$ cat src/rtl/uart_boot_loader.sv
// Framed UART program loader: SYNC, 16-bit word count, payload packed into memory words.
// Define BOOT_CHECKSUM_EN to append and verify a mod-256 payload checksum byte.
module uart_boot_loader #(
    parameter int                WORD_BYTES     = 4,
    parameter int                ADDR_W         = 32,
    parameter logic [ADDR_W-1:0] BASE_ADDR      = '0,
    parameter int                MAX_WORDS      = 4096,
    parameter int                TIMEOUT_CYCLES = 1_000_000,
    parameter logic [7:0]        SYNC_BYTE      = 8'hA5
) (
    input  logic                    clk,
    input  logic                    rst,
    input  logic                    arm,
    input  logic                    disarm,
    input  logic                    rx_valid,
    input  logic [7:0]              rx_data,
    output logic                    loading,
    output logic                    mem_we,
    input  logic                    mem_ready,
    output logic [ADDR_W-1:0]       mem_addr,
    output logic [8*WORD_BYTES-1:0] mem_wdata,
    output logic                    done,
    output logic [2:0]              err_code
);

    localparam int IDX_W = $clog2(MAX_WORDS + 1);
    localparam int BC_W  = (WORD_BYTES > 1) ? $clog2(WORD_BYTES) : 1;
    localparam int TO_W  = (TIMEOUT_CYCLES > 1) ? $clog2(TIMEOUT_CYCLES + 1) : 1;
    localparam int DW    = 8 * WORD_BYTES;

    localparam logic [2:0] ERR_NONE    = 3'd0;
    localparam logic [2:0] ERR_TIMEOUT = 3'd1;
    localparam logic [2:0] ERR_LENGTH  = 3'd2;
`ifdef BOOT_CHECKSUM_EN
    localparam logic [2:0] ERR_CSUM    = 3'd3;
`endif
    localparam logic [2:0] ERR_OVERRUN = 3'd4;

    typedef enum logic [2:0] {
        ST_IDLE  = 3'd0,
        ST_SYNC  = 3'd1,
        ST_LEN0  = 3'd2,
        ST_LEN1  = 3'd3,
        ST_DATA  = 3'd4,
        ST_WRITE = 3'd5,
`ifdef BOOT_CHECKSUM_EN
        ST_CSUM  = 3'd6,
`endif
        ST_DONE  = 3'd7
    } state_e;

    state_e            state_q, state_d;
    logic [15:0]       len_q, len_d;
    logic [IDX_W-1:0]  word_idx_q, word_idx_d;
    logic [BC_W-1:0]   byte_cnt_q, byte_cnt_d;
    logic [DW-1:0]     wdata_q, wdata_d;
    logic [2:0]        err_q, err_d;
    logic [TO_W-1:0]   tmo_q, tmo_d;
`ifdef BOOT_CHECKSUM_EN
    logic [7:0]        csum_q, csum_d;
`endif

    logic              counting;
    logic              last_byte;
    logic              last_word;
    logic [15:0]       rx_len;
    state_e            after_payload;

    always_ff @(posedge clk) begin
        if (rst) begin
            state_q    <= ST_IDLE;
            len_q      <= '0;
            word_idx_q <= '0;
            byte_cnt_q <= '0;
            wdata_q    <= '0;
            err_q      <= ERR_NONE;
            tmo_q      <= '0;
`ifdef BOOT_CHECKSUM_EN
            csum_q     <= '0;
`endif
        end else begin
            state_q    <= state_d;
            len_q      <= len_d;
            word_idx_q <= word_idx_d;
            byte_cnt_q <= byte_cnt_d;
            wdata_q    <= wdata_d;
            err_q      <= err_d;
            tmo_q      <= tmo_d;
`ifdef BOOT_CHECKSUM_EN
            csum_q     <= csum_d;
`endif
        end
    end

    always_comb begin
        state_d    = state_q;
        len_d      = len_q;
        word_idx_d = word_idx_q;
        byte_cnt_d = byte_cnt_q;
        wdata_d    = wdata_q;
        err_d      = err_q;
`ifdef BOOT_CHECKSUM_EN
        csum_d     = csum_q;
        after_payload = ST_CSUM;
`else
        after_payload = ST_DONE;
`endif

        counting = (state_q == ST_LEN0) || (state_q == ST_LEN1) || (state_q == ST_DATA)
`ifdef BOOT_CHECKSUM_EN
                   || (state_q == ST_CSUM)
`endif
                   ;
        tmo_d     = (counting && !rx_valid) ? tmo_q + TO_W'(1) : '0;
        last_byte = (byte_cnt_q == BC_W'(WORD_BYTES - 1));
        last_word = ((32'(word_idx_q) + 32'd1) == 32'(len_q));
        rx_len    = {rx_data, len_q[7:0]};

        case (state_q)
            ST_SYNC: begin
                if (rx_valid && rx_data == SYNC_BYTE) begin
                    state_d    = ST_LEN0;
                    word_idx_d = '0;
                    byte_cnt_d = '0;
`ifdef BOOT_CHECKSUM_EN
                    csum_d     = '0;
`endif
                end
            end
            ST_LEN0: begin
                if (rx_valid) begin
                    len_d[7:0] = rx_data;
                    state_d    = ST_LEN1;
                end
            end
            ST_LEN1: begin
                if (rx_valid) begin
                    len_d = rx_len;
                    if (rx_len == 16'd0) begin
                        state_d = after_payload;
                    end else if (32'(rx_len) > 32'(MAX_WORDS)) begin
                        state_d = ST_SYNC;
                        err_d   = ERR_LENGTH;
                    end else begin
                        state_d = ST_DATA;
                    end
                end
            end
            ST_DATA: begin
                if (rx_valid) begin
                    wdata_d[{byte_cnt_q, 3'b000} +: 8] = rx_data;
`ifdef BOOT_CHECKSUM_EN
                    csum_d = csum_q + rx_data;
`endif
                    if (last_byte) begin
                        byte_cnt_d = '0;
                        state_d    = ST_WRITE;
                    end else begin
                        byte_cnt_d = byte_cnt_q + BC_W'(1);
                    end
                end
            end
            ST_WRITE: begin
                if (mem_ready) begin
                    word_idx_d = word_idx_q + IDX_W'(1);
                    state_d    = last_word ? after_payload : ST_DATA;
                    // A byte landing on the acceptance cycle belongs to whatever follows the write.
                    if (rx_valid && !last_word) begin
                        wdata_d[7:0] = rx_data;
`ifdef BOOT_CHECKSUM_EN
                        csum_d = csum_q + rx_data;
`endif
                        if (WORD_BYTES == 1) state_d = ST_WRITE;
                        else                 byte_cnt_d = BC_W'(1);
                    end
`ifdef BOOT_CHECKSUM_EN
                    else if (rx_valid) begin
                        state_d = (rx_data == csum_q) ? ST_DONE : ST_SYNC;
                        if (rx_data != csum_q) err_d = ERR_CSUM;
                    end
`endif
                end else if (rx_valid) begin
                    state_d = ST_SYNC;
                    err_d   = ERR_OVERRUN;
                end
            end
`ifdef BOOT_CHECKSUM_EN
            ST_CSUM: begin
                if (rx_valid) begin
                    if (rx_data == csum_q) begin
                        state_d = ST_DONE;
                    end else begin
                        state_d = ST_SYNC;
                        err_d   = ERR_CSUM;
                    end
                end
            end
`endif
            default: ;
        endcase

        if (counting && !rx_valid && tmo_q == TO_W'(TIMEOUT_CYCLES - 1)) begin
            state_d = ST_SYNC;
            err_d   = ERR_TIMEOUT;
            tmo_d   = '0;
        end

        if (disarm) begin
            state_d    = ST_IDLE;
            byte_cnt_d = '0;
            tmo_d      = '0;
        end else if (arm) begin
            state_d    = ST_SYNC;
            word_idx_d = '0;
            byte_cnt_d = '0;
            err_d      = ERR_NONE;
            tmo_d      = '0;
        end
    end

    always_comb begin
        loading   = (state_q != ST_IDLE);
        mem_we    = (state_q == ST_WRITE);
        done      = (state_q == ST_DONE);
        mem_addr  = BASE_ADDR + ADDR_W'(word_idx_q) * ADDR_W'(WORD_BYTES);
        mem_wdata = wdata_q;
        err_code  = err_q;
    end

endmodule

$ cat config.mk
export PLATFORM = sky130hd
export DESIGN_NAME = uart_boot_loader
export DESIGN_NICKNAME = d
export VERILOG_FILES = /design/src/rtl/uart_boot_loader.sv
export SDC_FILE = /design/constraint.sdc
export NUM_CORES = 1
export LEC_CHECK = 0
export CAP_MARGIN = 20
export CORE_ASPECT_RATIO = 1.5
export CORE_MARGIN = 3
export CORE_UTILIZATION = 53
export DETAILED_ROUTE_END_ITERATION = 10
export GPL_ROUTABILITY_DRIVEN = 0
export HOLD_SLACK_MARGIN = 0.05
export PLACE_DENSITY = 0.8
export REMOVE_ABC_BUFFERS = 1
export SLEW_MARGIN = 10
export SYNTH_ARGS = -nofsm -noshare
export SYNTH_HDL_FRONTEND = slang
export SYNTH_SLANG_ARGS = --single-unit
$ cat constraint.sdc
create_clock -name clk -period 3.7 [get_ports clk]
set_clock_uncertainty 0.15 [all_clocks]
set_input_delay 0.37 -clock clk [delete_from_list [all_inputs] [get_ports clk]]
set_output_delay 0.37 -clock clk [all_outputs]
set_load 0.01 [all_outputs]
==> results.json, run 1 <==
{
  "grt_use_total_pct": 24.12,
  "cp-end-kind": "register",
  "numCtsBuffers": 9,
  "fp.dieH_um": 122.1,
  "coreArea_um2": 8567,
  "ctsHoldBuffers": 0,
  "status": "finished clean",
  "r2r_setup_slack_ns": 0.87,
  "ys_ff_latch": 89,
  "grt_first_pass_wirelength_mm": 20.11,
  "layout_commonest_cell": "dfxtp_1",
  "vdd_drop_max_uv": 304.0,
  "layout_min_cycle_time_ns": 2.833,
  "required_ns": 3.84,
  "hold_start": "mem_wdata[27]",
  "grt_overflow": 0,
  "fmax_mhz": 353.0,
  "setup_tns_ns": 0,
  "crit_chain": "nand4_2 -> or4_1 -> or4_4 -> nand3_2 -> nand4_2 -> o221ai_2 -> a32o_2",
  "routedWlPerCell_um": 15.91,
  "avgViaCountPerCell": 5.858,
  "holdWs_ns": 0.3052,
  "setup_viol": 0,
  "placedCellCount": 743,
  "drc": 0,
  "grt_pass1_vias": 4288,
  "p_seq_share_pct": 48.2,
  "crit_top_cell": "nand4_2",
  "portBuffers": 64,
  "syn_area_um2": 4763,
  "critPathMaxStageDelay_ns": 0.66,
  "antenna_left": 0,
  "cap_violations": 0,
  "syn_to_final_growth_pct": 18.86,
  "p_comb_share_pct": 4.3,
  "timing.rr.end": "byte_cnt_q[1]",
  "pwr_density_cell_nw_per_um2": 352.2,
  "hpwlAfterDp_mm": 8.639,
  "leakage_uw": 0.001931,
  "async_flop_share_pct": 0,
  "clkPwrFrac_pct": 47.5,
  "h-tree-depth": 3,
  "power.internal_uw": 1579,
  "ys.flop_type": "dfxtp_1",
  "clock_path_buffers": 2,
  "vias": 4440,
  "critical-path-top-delay-family": "simple AND/OR/NAND/NOR gates",
  "synth.avg_cell_area_um2": 7.939,
  "grt_max_degree": 52,
  "dr.pass1.iters": 5,
  "rr_worst_depth": 7,
  "critPathKind": "reg -> reg",
  "clock_latency_ns": 0.34,
  "finalHoldViolCount": 0,
  "cts_resized": 0,
  "yosysWarningCount": 0,
  "ctsRootBufferMaster": "clkbuf_16",
  "crit_buf_inv": 0,
  "syn_inst": 600,
  "wl_mm": 12.06,
  "p_sw_share_pct": 20.79,
  "rows": 41,
  "ys_types": 67,
  "drive_above_1_share_pct": 6.452,
  "fp.dieW_um": 83.41,
  "cts_tree": "yes",
  "num_antenna_cells": 0,
  "hold_class": "reg -> reg",
  "switching_power_uw": 414.5,
  "cts.sink_count": 89,
  "hold_end": "mem_wdata[27]",
  "start_kind": "register",
  "period_share_pct": 76.57,
  "post-route-util_pct": 66.09,
  "rsz0062_at_grt": "false",
  "r2r_start": "word_idx_q[5]",
  "clkTransAtPathRegs_ns": 0.06,
  "cp_slowest_cell": "or4_1",
  "die_area_um2": 10180,
  "post-cts-setup-buffer-count": 0,
  "cp.arrival_ns": 2.97,
  "synth_edf_count": 0,
  "io_pins": 84,
  "maxSlewViolCount": 0,
  "drt_iter0_drc": 278,
  "fin_nets": 670,
  "whs_path_depth": 2,
  "start_util_pct": 55.60,
  "seq_area_frac_synth_pct": 37.40,
  "slew_headroom_pct": 37.71,
  "final_cell_mix": "dfxtp_1, nand2_1, nor2_1",
  "antenna_found_initial": 0,
  "finalNonFillerCells": 758,
  "tightest_slew_ns": 0.9272,
  "critPathMaxFanout": 12
}
-- logic make-up (layout without fill, tap and decap cells) --
group,count (synthesis),after routing,synth area share (%)
compound gates,101,101,13.34
flops,89,89,37.40
fa+ha+maj,9,9,2.364
mux,19,19,4.255
simple gates,279,279,28.92
other cells,1,19,0.07873
buf+inv,72,105,8.116
xor+xnor,30,30,5.516
-- worst min-delay path, stage by stage, from the launching register on --
cell     delay [ns]
dfxtp_1        0.31
nand2_1        0.05
a21oi_1        0.05
-- cell usage after synthesis (3+ instances only) --
master    number  area share (%)
nand3_1       45             4.7
ha_1           9             2.4
inv_1         17             1.3
o21ai_0       17             1.8
nor4_1         7            0.92
buf_4         22             3.5
nand4_1        7            0.92
nand2b_1      10             1.3
or3_1          4            0.53
buf_2          5            0.53
a21oi_1       51             5.4
clkbuf_1      22             1.7
a31oi_1        3            0.39
nand2_1       76             6.0
and4_1         4            0.74
and3_1         8             1.1
and2_2         3            0.47
nand4b_1       3            0.55
nor2_1        66             5.2
nor3_1        21             2.2
a22oi_1        5            0.79
dfxtp_1       89              37
xor2_1        15             2.8
and2_1         4            0.53
or4_1          3            0.47
a211oi_1       4            0.63
mux2i_1       18             3.8
xnor2_1       15             2.8
-- worst max path at each step --
stage / startpoint / end / cells after the start
4_1_cts: word_idx_q[5] / byte_cnt_q[1] / 7
3_3_place_gp: rx_valid / word_idx_q[4] / 7
5_1_grt: word_idx_q[0] / byte_cnt_q[1] / 8
6_report: word_idx_q[5] / byte_cnt_q[1] / 7
2_1_floorplan: word_idx_q[2] / byte_cnt_q[0] / 7
3_5_place_dp: rx_valid / state_q[0] / 8
-- per-layer routing --
| metal | part of all wire [%] | vias to the layer above | global-route usage (%) |
|---|---|---|---|
| met2 | 50 | 183 | 41.67 |
| met4 | 3.8 | 0 | 14.93 |
| met1 | 40 | 2083 | 27.43 |
| li1 | - | 2134 | - |
| met3 | 5.9 | 40 | 4.465 |
| met5 | 0 | - | 0 |
-- cell type report --
class | count | area (µm²)
fillers | 738 | 2905
inverters | 18 | 67.56
multi-input cells | 457 | 2663
clock buffers | 13 | 280.3
clock inverters | 2 | 35.03
flip-flops and latches | 89 | 1782
repair buffers | 72 | 700.7
well taps | 107 | 133.9
-- registers in the layout (all words and copies together), names as in the netlist --
register    flops
word_idx_q     13
tmo_q          20
byte_cnt_q      2
mem_wdata      32
state_q         3
err_code        3
len_q          16
-- power by group through the flow --
stage	clock [µW]	sequential, µW	combinational [µW]
detailed placement	0	982	83.1
CTS	960	961	83.5
global route	1000	961	90.9
finish	948	961	84.9
global placement	0	982	82.3
floorplan	0	982	32.8
-- through the flow --
| step | total power, µW | worst slack [ns] | area [µm²] |
|---|---|---|---|
| 2_1_floorplan | 1015 | 0.9587 | 4512 |
| 3_3_place_gp | 1065 | 0.8994 | 5346 |
| 3_5_place_dp | 1065 | 0.8040 | 5346 |
| 4_1_cts | 2004 | 0.8680 | 5662 |
| 5_1_grt | 2054 | 0.6723 | 5662 |
| 6_report | 1994 | 0.8669 | 5662 |
(Power assumes the default switching activity.)
==> run 2: changes to the inputs <==
--- a/config.mk
+++ b/config.mk
@@ -8,11 +8,11 @@
 export CAP_MARGIN = 20
 export CORE_ASPECT_RATIO = 1.5
 export CORE_MARGIN = 3
-export CORE_UTILIZATION = 53
+export CORE_UTILIZATION = 48
 export DETAILED_ROUTE_END_ITERATION = 10
 export GPL_ROUTABILITY_DRIVEN = 0
 export HOLD_SLACK_MARGIN = 0.05
-export PLACE_DENSITY = 0.8
+export PLACE_DENSITY = 0.77
 export REMOVE_ABC_BUFFERS = 1
 export SLEW_MARGIN = 10
 export SYNTH_ARGS = -nofsm -noshare
==> constraint.sdc (replaced) <==
create_clock -name clk -period 2.4 [get_ports clk]
set_clock_uncertainty 0.15 [all_clocks]
set_input_delay 0.24 -clock clk [delete_from_list [all_inputs] [get_ports clk]]
set_output_delay 0.24 -clock clk [all_outputs]
set_load 0.01 [all_outputs]
==> results.json, run 2 (same netlist as run 1, synthesis figures left out) <==
{
  "setup_viol": 1,
  "syn_to_final_growth_pct": 31.81,
  "fin_nets": 724,
  "crit_top_cell": "or4_4",
  "n_fill_cell": 779,
  "place_area_um2": 5741,
  "ctsHoldBuffers": 0,
  "post-route-util_pct": 66.31,
  "holdWs_ns": 0.2977,
  "pwr_density_cell_nw_per_um2": 501.4,
  "io_pins": 84,
  "cap_violations": 0,
  "grt_overflow": 0,
  "finalHoldViolCount": 0,
  "power_uw": 3148,
  "portBuffers": 64,
  "antenna_found_initial": 0,
  "ctsRootBufferMaster": "clkbuf_16",
  "antenna_left": 0,
  "grt_pass1_vias": 4724,
  "num_antenna_cells": 0,
  "start_kind": "register",
  "die_area_um2": 11180,
  "cts.sink_count": 89,
  "wl_mm": 13.58,
  "numCtsBuffers": 9,
  "p_sw_share_pct": 21.46,
  "violations": "setup timing",
  "fp.dieW_um": 87.34,
  "switching_power_uw": 675.5,
  "critPathMaxFanout": 3,
  "rows": 43,
  "layout_min_cycle_time_ns": 2.401,
  "clock_path_buffers": 2,
  "leakage_uw": 0.002277,
  "status": "complete, but fails checks",
  "critPathKind": "reg -> reg",
  "fp.dieH_um": 128.0,
  "maxSlewViolCount": 0,
  "startpoint": "word_idx_q[9]",
  "hold_class": "reg -> reg",
  "power.internal_uw": 2473,
  "r2r_start": "word_idx_q[9]",
  "p_seq_share_pct": 46.9,
  "required_ns": 2.49,
  "rsz0062_at_grt": "true",
  "drt_iter0_drc": 272,
  "cts_tree": "yes",
  "multiInputGateArea_um2": 2805,
  "period_share_pct": 100.1,
  "hpwlAfterDp_mm": 9.764,
  "start_util_pct": 50.30,
  "cp-end-kind": "register",
  "fmax_mhz": 416.4,
  "fin_ws_ns": -0.001328,
  "critPathMaxStageDelay_ns": 0.54,
  "largest_reg_flops": 32,
  "routedWlPerCell_um": 16.60,
  "drive_above_1_share_pct": 17.56,
  "clkPwrFrac_pct": 48.1,
  "h-tree-depth": 3,
  "clock_latency_ns": 0.34,
  "tightest_slew_ns": 0.5435,
  "cp_slowest_cell": "or4_4",
  "grt_max_degree": 49,
  "final_cell_mix": "dfxtp_1, nand2_1, nor2_1",
  "vias": 4665,
  "grt_first_pass_wirelength_mm": 21.83,
  "final_cell_area_um2": 6279,
  "dr.pass1.iters": 6,
  "seqCellArea_um2": 1798,
  "p_comb_share_pct": 5.0,
  "grt_use_total_pct": 24.51,
  "coreArea_um2": 9469,
  "cp.arrival_ns": 2.49,
  "slew_headroom_pct": 63.69,
  "drc": 0,
  "crit_chain": "nand2_2 -> or4_4 -> or4_4 -> nand3_4 -> nand3_2 -> a41o_1 -> a31o_1",
  "setup_tns_ns": -0.001328,
  "vdd_drop_max_uv": 414.5,
  "clkTransAtPathRegs_ns": 0.06,
  "hold_start": "mem_wdata[25]",
  "avgViaCountPerCell": 5.703,
  "layout_commonest_cell": "dfxtp_1"
}
[run 2: final cells by class]
type | instances | area share [%]
clock buffers | 11 | 3.866
clock inverters | 5 | 1.255
inverters | 18 | 1.136
multi-input cells | 457 | 44.68
flip-flops and latches | 89 | 28.64
well taps | 112 | 2.232
repair buffers | 126 | 18.19
[run 2: repair_timing]
item	CTS	global route
resized for setup	24	19
pin swaps	5	4
buffers inserted	4	0
setup endpoints to repair	12	38
[run 2: stage by stage]
step,worst slack (ns),instances
after floorplan,-0.3413,564
after global placement,-0.09843,798
after detailed placement,-0.2251,798
after CTS,-0.008787,818
after global routing,-0.07292,818
final,-0.001328,818
[run 2: per-layer routing]
metal  up-vias  share of wire [%]  global-route usage [%]
li1       2247                  -                       -
met1      2175                 38                   27.57
met2       194                 52                   43.03
met3        49                5.8                   4.116
met4         0                3.9                   13.28
met5         -                  0                       0
[run 2: worst paths after layout]
| check | slack [ns] | endpoint | cells past startpoint |
|---|---|---|---|
| hold / removal | 0.30 | mem_wdata[25] | 2 |
| hold reg to reg | 0.30 | mem_wdata[25] | 2 |
| setup / recovery | -0.001 | byte_cnt_q[0] | 7 |
| setup reg to reg | -0.001 | byte_cnt_q[0] | 7 |
[run 2: worst max-delay path, delay by kind of cell (launching register included)]
kind / cells / cell delay, ns
and+or+nand+nor: 5 / 1.36
DFF: 1 / 0.36
AOI/OAI and AO/OA: 2 / 0.43
[run 2: power by group through the flow]
stage | logic, µW | clock network [µW] | registers (µW)
after floorplan | 50.6 | 0 | 1510
after global placement | 149 | 0 | 1510
after detailed placement | 151 | 0 | 1510
after CTS | 152 | 1540 | 1480
after global routing | 168 | 1590 | 1480
final | 158 | 1510 | 1480
==> run 3: changes to the inputs <==
--- a/config.mk
+++ b/config.mk
@@ -7,12 +7,12 @@
 export LEC_CHECK = 0
 export CAP_MARGIN = 20
 export CORE_ASPECT_RATIO = 1.5
-export CORE_MARGIN = 3
+export CORE_MARGIN = 2
 export CORE_UTILIZATION = 48
 export DETAILED_ROUTE_END_ITERATION = 10
 export GPL_ROUTABILITY_DRIVEN = 0
 export HOLD_SLACK_MARGIN = 0.05
-export PLACE_DENSITY = 0.77
+export PLACE_DENSITY = 0.74
 export REMOVE_ABC_BUFFERS = 1
 export SLEW_MARGIN = 10
 export SYNTH_ARGS = -nofsm -noshare
==> results.json, run 3 (same netlist as run 1, synthesis figures left out) <==
{
  "violations": "setup timing",
  "cts.sink_count": 89,
  "drt_iter0_drc": 308,
  "critPathKind": "reg -> reg",
  "leakage_uw": 0.002217,
  "hpwlAfterDp_mm": 9.455,
  "grt_overflow": 0,
  "vias": 4702,
  "place_area_um2": 5729,
  "period_share_pct": 102.8,
  "antenna_left": 0,
  "antenna_found_initial": 1,
  "maxSlewViolCount": 0,
  "layout_commonest_cell": "dfxtp_1",
  "routedWlPerCell_um": 16.05,
  "fp.dieH_um": 126.0,
  "hold_class": "reg -> reg",
  "required_ns": 2.49,
  "clock_path_buffers": 2,
  "clock_latency_ns": 0.34,
  "portBuffers": 64,
  "avgViaCountPerCell": 5.734,
  "dr.pass1.iters": 5,
  "numCtsBuffers": 9,
  "fmax_mhz": 405.5,
  "cts_tree": "yes",
  "vdd_drop_max_uv": 431.7,
  "finalNonFillerCells": 820,
  "start_kind": "register",
  "final_cell_area_um2": 6228,
  "io_pins": 84,
  "start_util_pct": 49.16,
  "fin_nets": 722,
  "coreArea_um2": 9689,
  "die_area_um2": 10750,
  "grt_pass1_vias": 4584,
  "placedCellCount": 799,
  "ctsRootBufferMaster": "clkbuf_16",
  "finalHoldViolCount": 0,
  "fin_ws_ns": -0.06621,
  "clkTransAtPathRegs_ns": 0.07,
  "critPathMaxFanout": 7,
  "largest_reg_flops": 32,
  "status": "complete, but fails checks",
  "n_fill_cell": 840,
  "layout_min_cycle_time_ns": 2.466,
  "rsz0062_at_grt": "true",
  "fp.dieW_um": 85.34,
  "cp-end-kind": "register",
  "final_cell_mix": "dfxtp_1, nand2_1, nor2_1",
  "tightest_slew_ns": 0.5861,
  "h-tree-depth": 3,
  "cp.arrival_ns": 2.55,
  "wl_mm": 13.16,
  "cap_violations": 0,
  "drc": 0,
  "rows": 44,
  "slew_headroom_pct": 60.62,
  "syn_to_final_growth_pct": 30.76,
  "grt_max_degree": 52,
  "grt_use_total_pct": 24.62,
  "setup_viol": 10,
  "drive_above_1_share_pct": 17.05,
  "pwr_density_cell_nw_per_um2": 501.4,
  "grt_first_pass_wirelength_mm": 21.44
}
[run 3: changes by cell type in the layout (fill, tap and decap cells not counted), sizes merged]
cell      previous run  this run
clkbuf              11        10
diode                0         1
buf                 62        60
clkinvlp             1         2
[run 3: area by class of cell]
cell class / instances / area, µm² / area share, %
diodes: 1 / 2.502 / 0.04018
clock buffers: 10 / 229.0 / 3.676
clock inverters: 6 / 82.58 / 1.326
inverters: 18 / 71.32 / 1.145
multi-input cells: 457 / 2775 / 44.56
flip-flops and latches: 89 / 1797 / 28.85
well taps: 115 / 143.9 / 2.310
repair buffers: 124 / 1127 / 18.10
[run 3: path summary, 6_finish.rpt]
check | from | endpoint | slack (ns) | cells past startpoint
min | mem_wdata[26] | mem_wdata[26] | 0.30 | 2
max | word_idx_q[6] | byte_cnt_q[0] | -0.07 | 8
min reg2reg | mem_wdata[26] | mem_wdata[26] | 0.30 | 2
max reg2reg | word_idx_q[6] | byte_cnt_q[0] | -0.07 | 8
[run 3: what timing repair did]
action,in CTS,in global routing
hold buffers,0,0
cloned,0,0
resized for setup,21,18
endpoints found under the hold margin,0,0
pin swaps,8,10
buffers inserted,3,1
endpoints found under the setup margin,13,37
[run 3: per-layer routing]
layer / vias to the layer above / track usage [%] / wire length, µm
li1: 2245 / - / -
met1: 2226 / 27.71 / 5115
met2: 186 / 42.92 / 6715
met3: 45 / 4.653 / 777
met4: 0 / 13.63 / 551
met5: - / 0 / 0
[run 3: report_power, final]
part / internal [µW] / total, µW / switching (µW)
sequential: 1480 / 1480 / 2.10
combinational: 58.2 / 154 / 95.9
clock: 907 / 1490 / 584
[run 3: worst max-delay path, stage by stage (launching register included)]
cell and delay (ns):
dfxtp_2 0.34, buf_6 0.13, and4_4 0.21, a211o_1 0.30
a222oi_1 0.43, and4_4 0.33, nand3_2 0.07, a41o_1 0.21
a31o_1 0.18
[run 3: through the flow]
step,worst slack (ns),utilization [%],setup TNS (ns),total power [µW],hold WS (ns)
6_report,-0.06621,64.28,-0.2694,3123,0.3002
5_1_grt,-0.1675,64.28,-1.311,3213,0.3258
4_1_cts,-0.04568,63.49,-0.04819,3134,0.3009
3_5_place_dp,-0.1704,59.13,-2.552,1662,0.2938
3_3_place_gp,-0.1023,59.13,-1.180,1661,0.2876
2_1_floorplan,-0.3413,-,-4.883,1564,0.1591
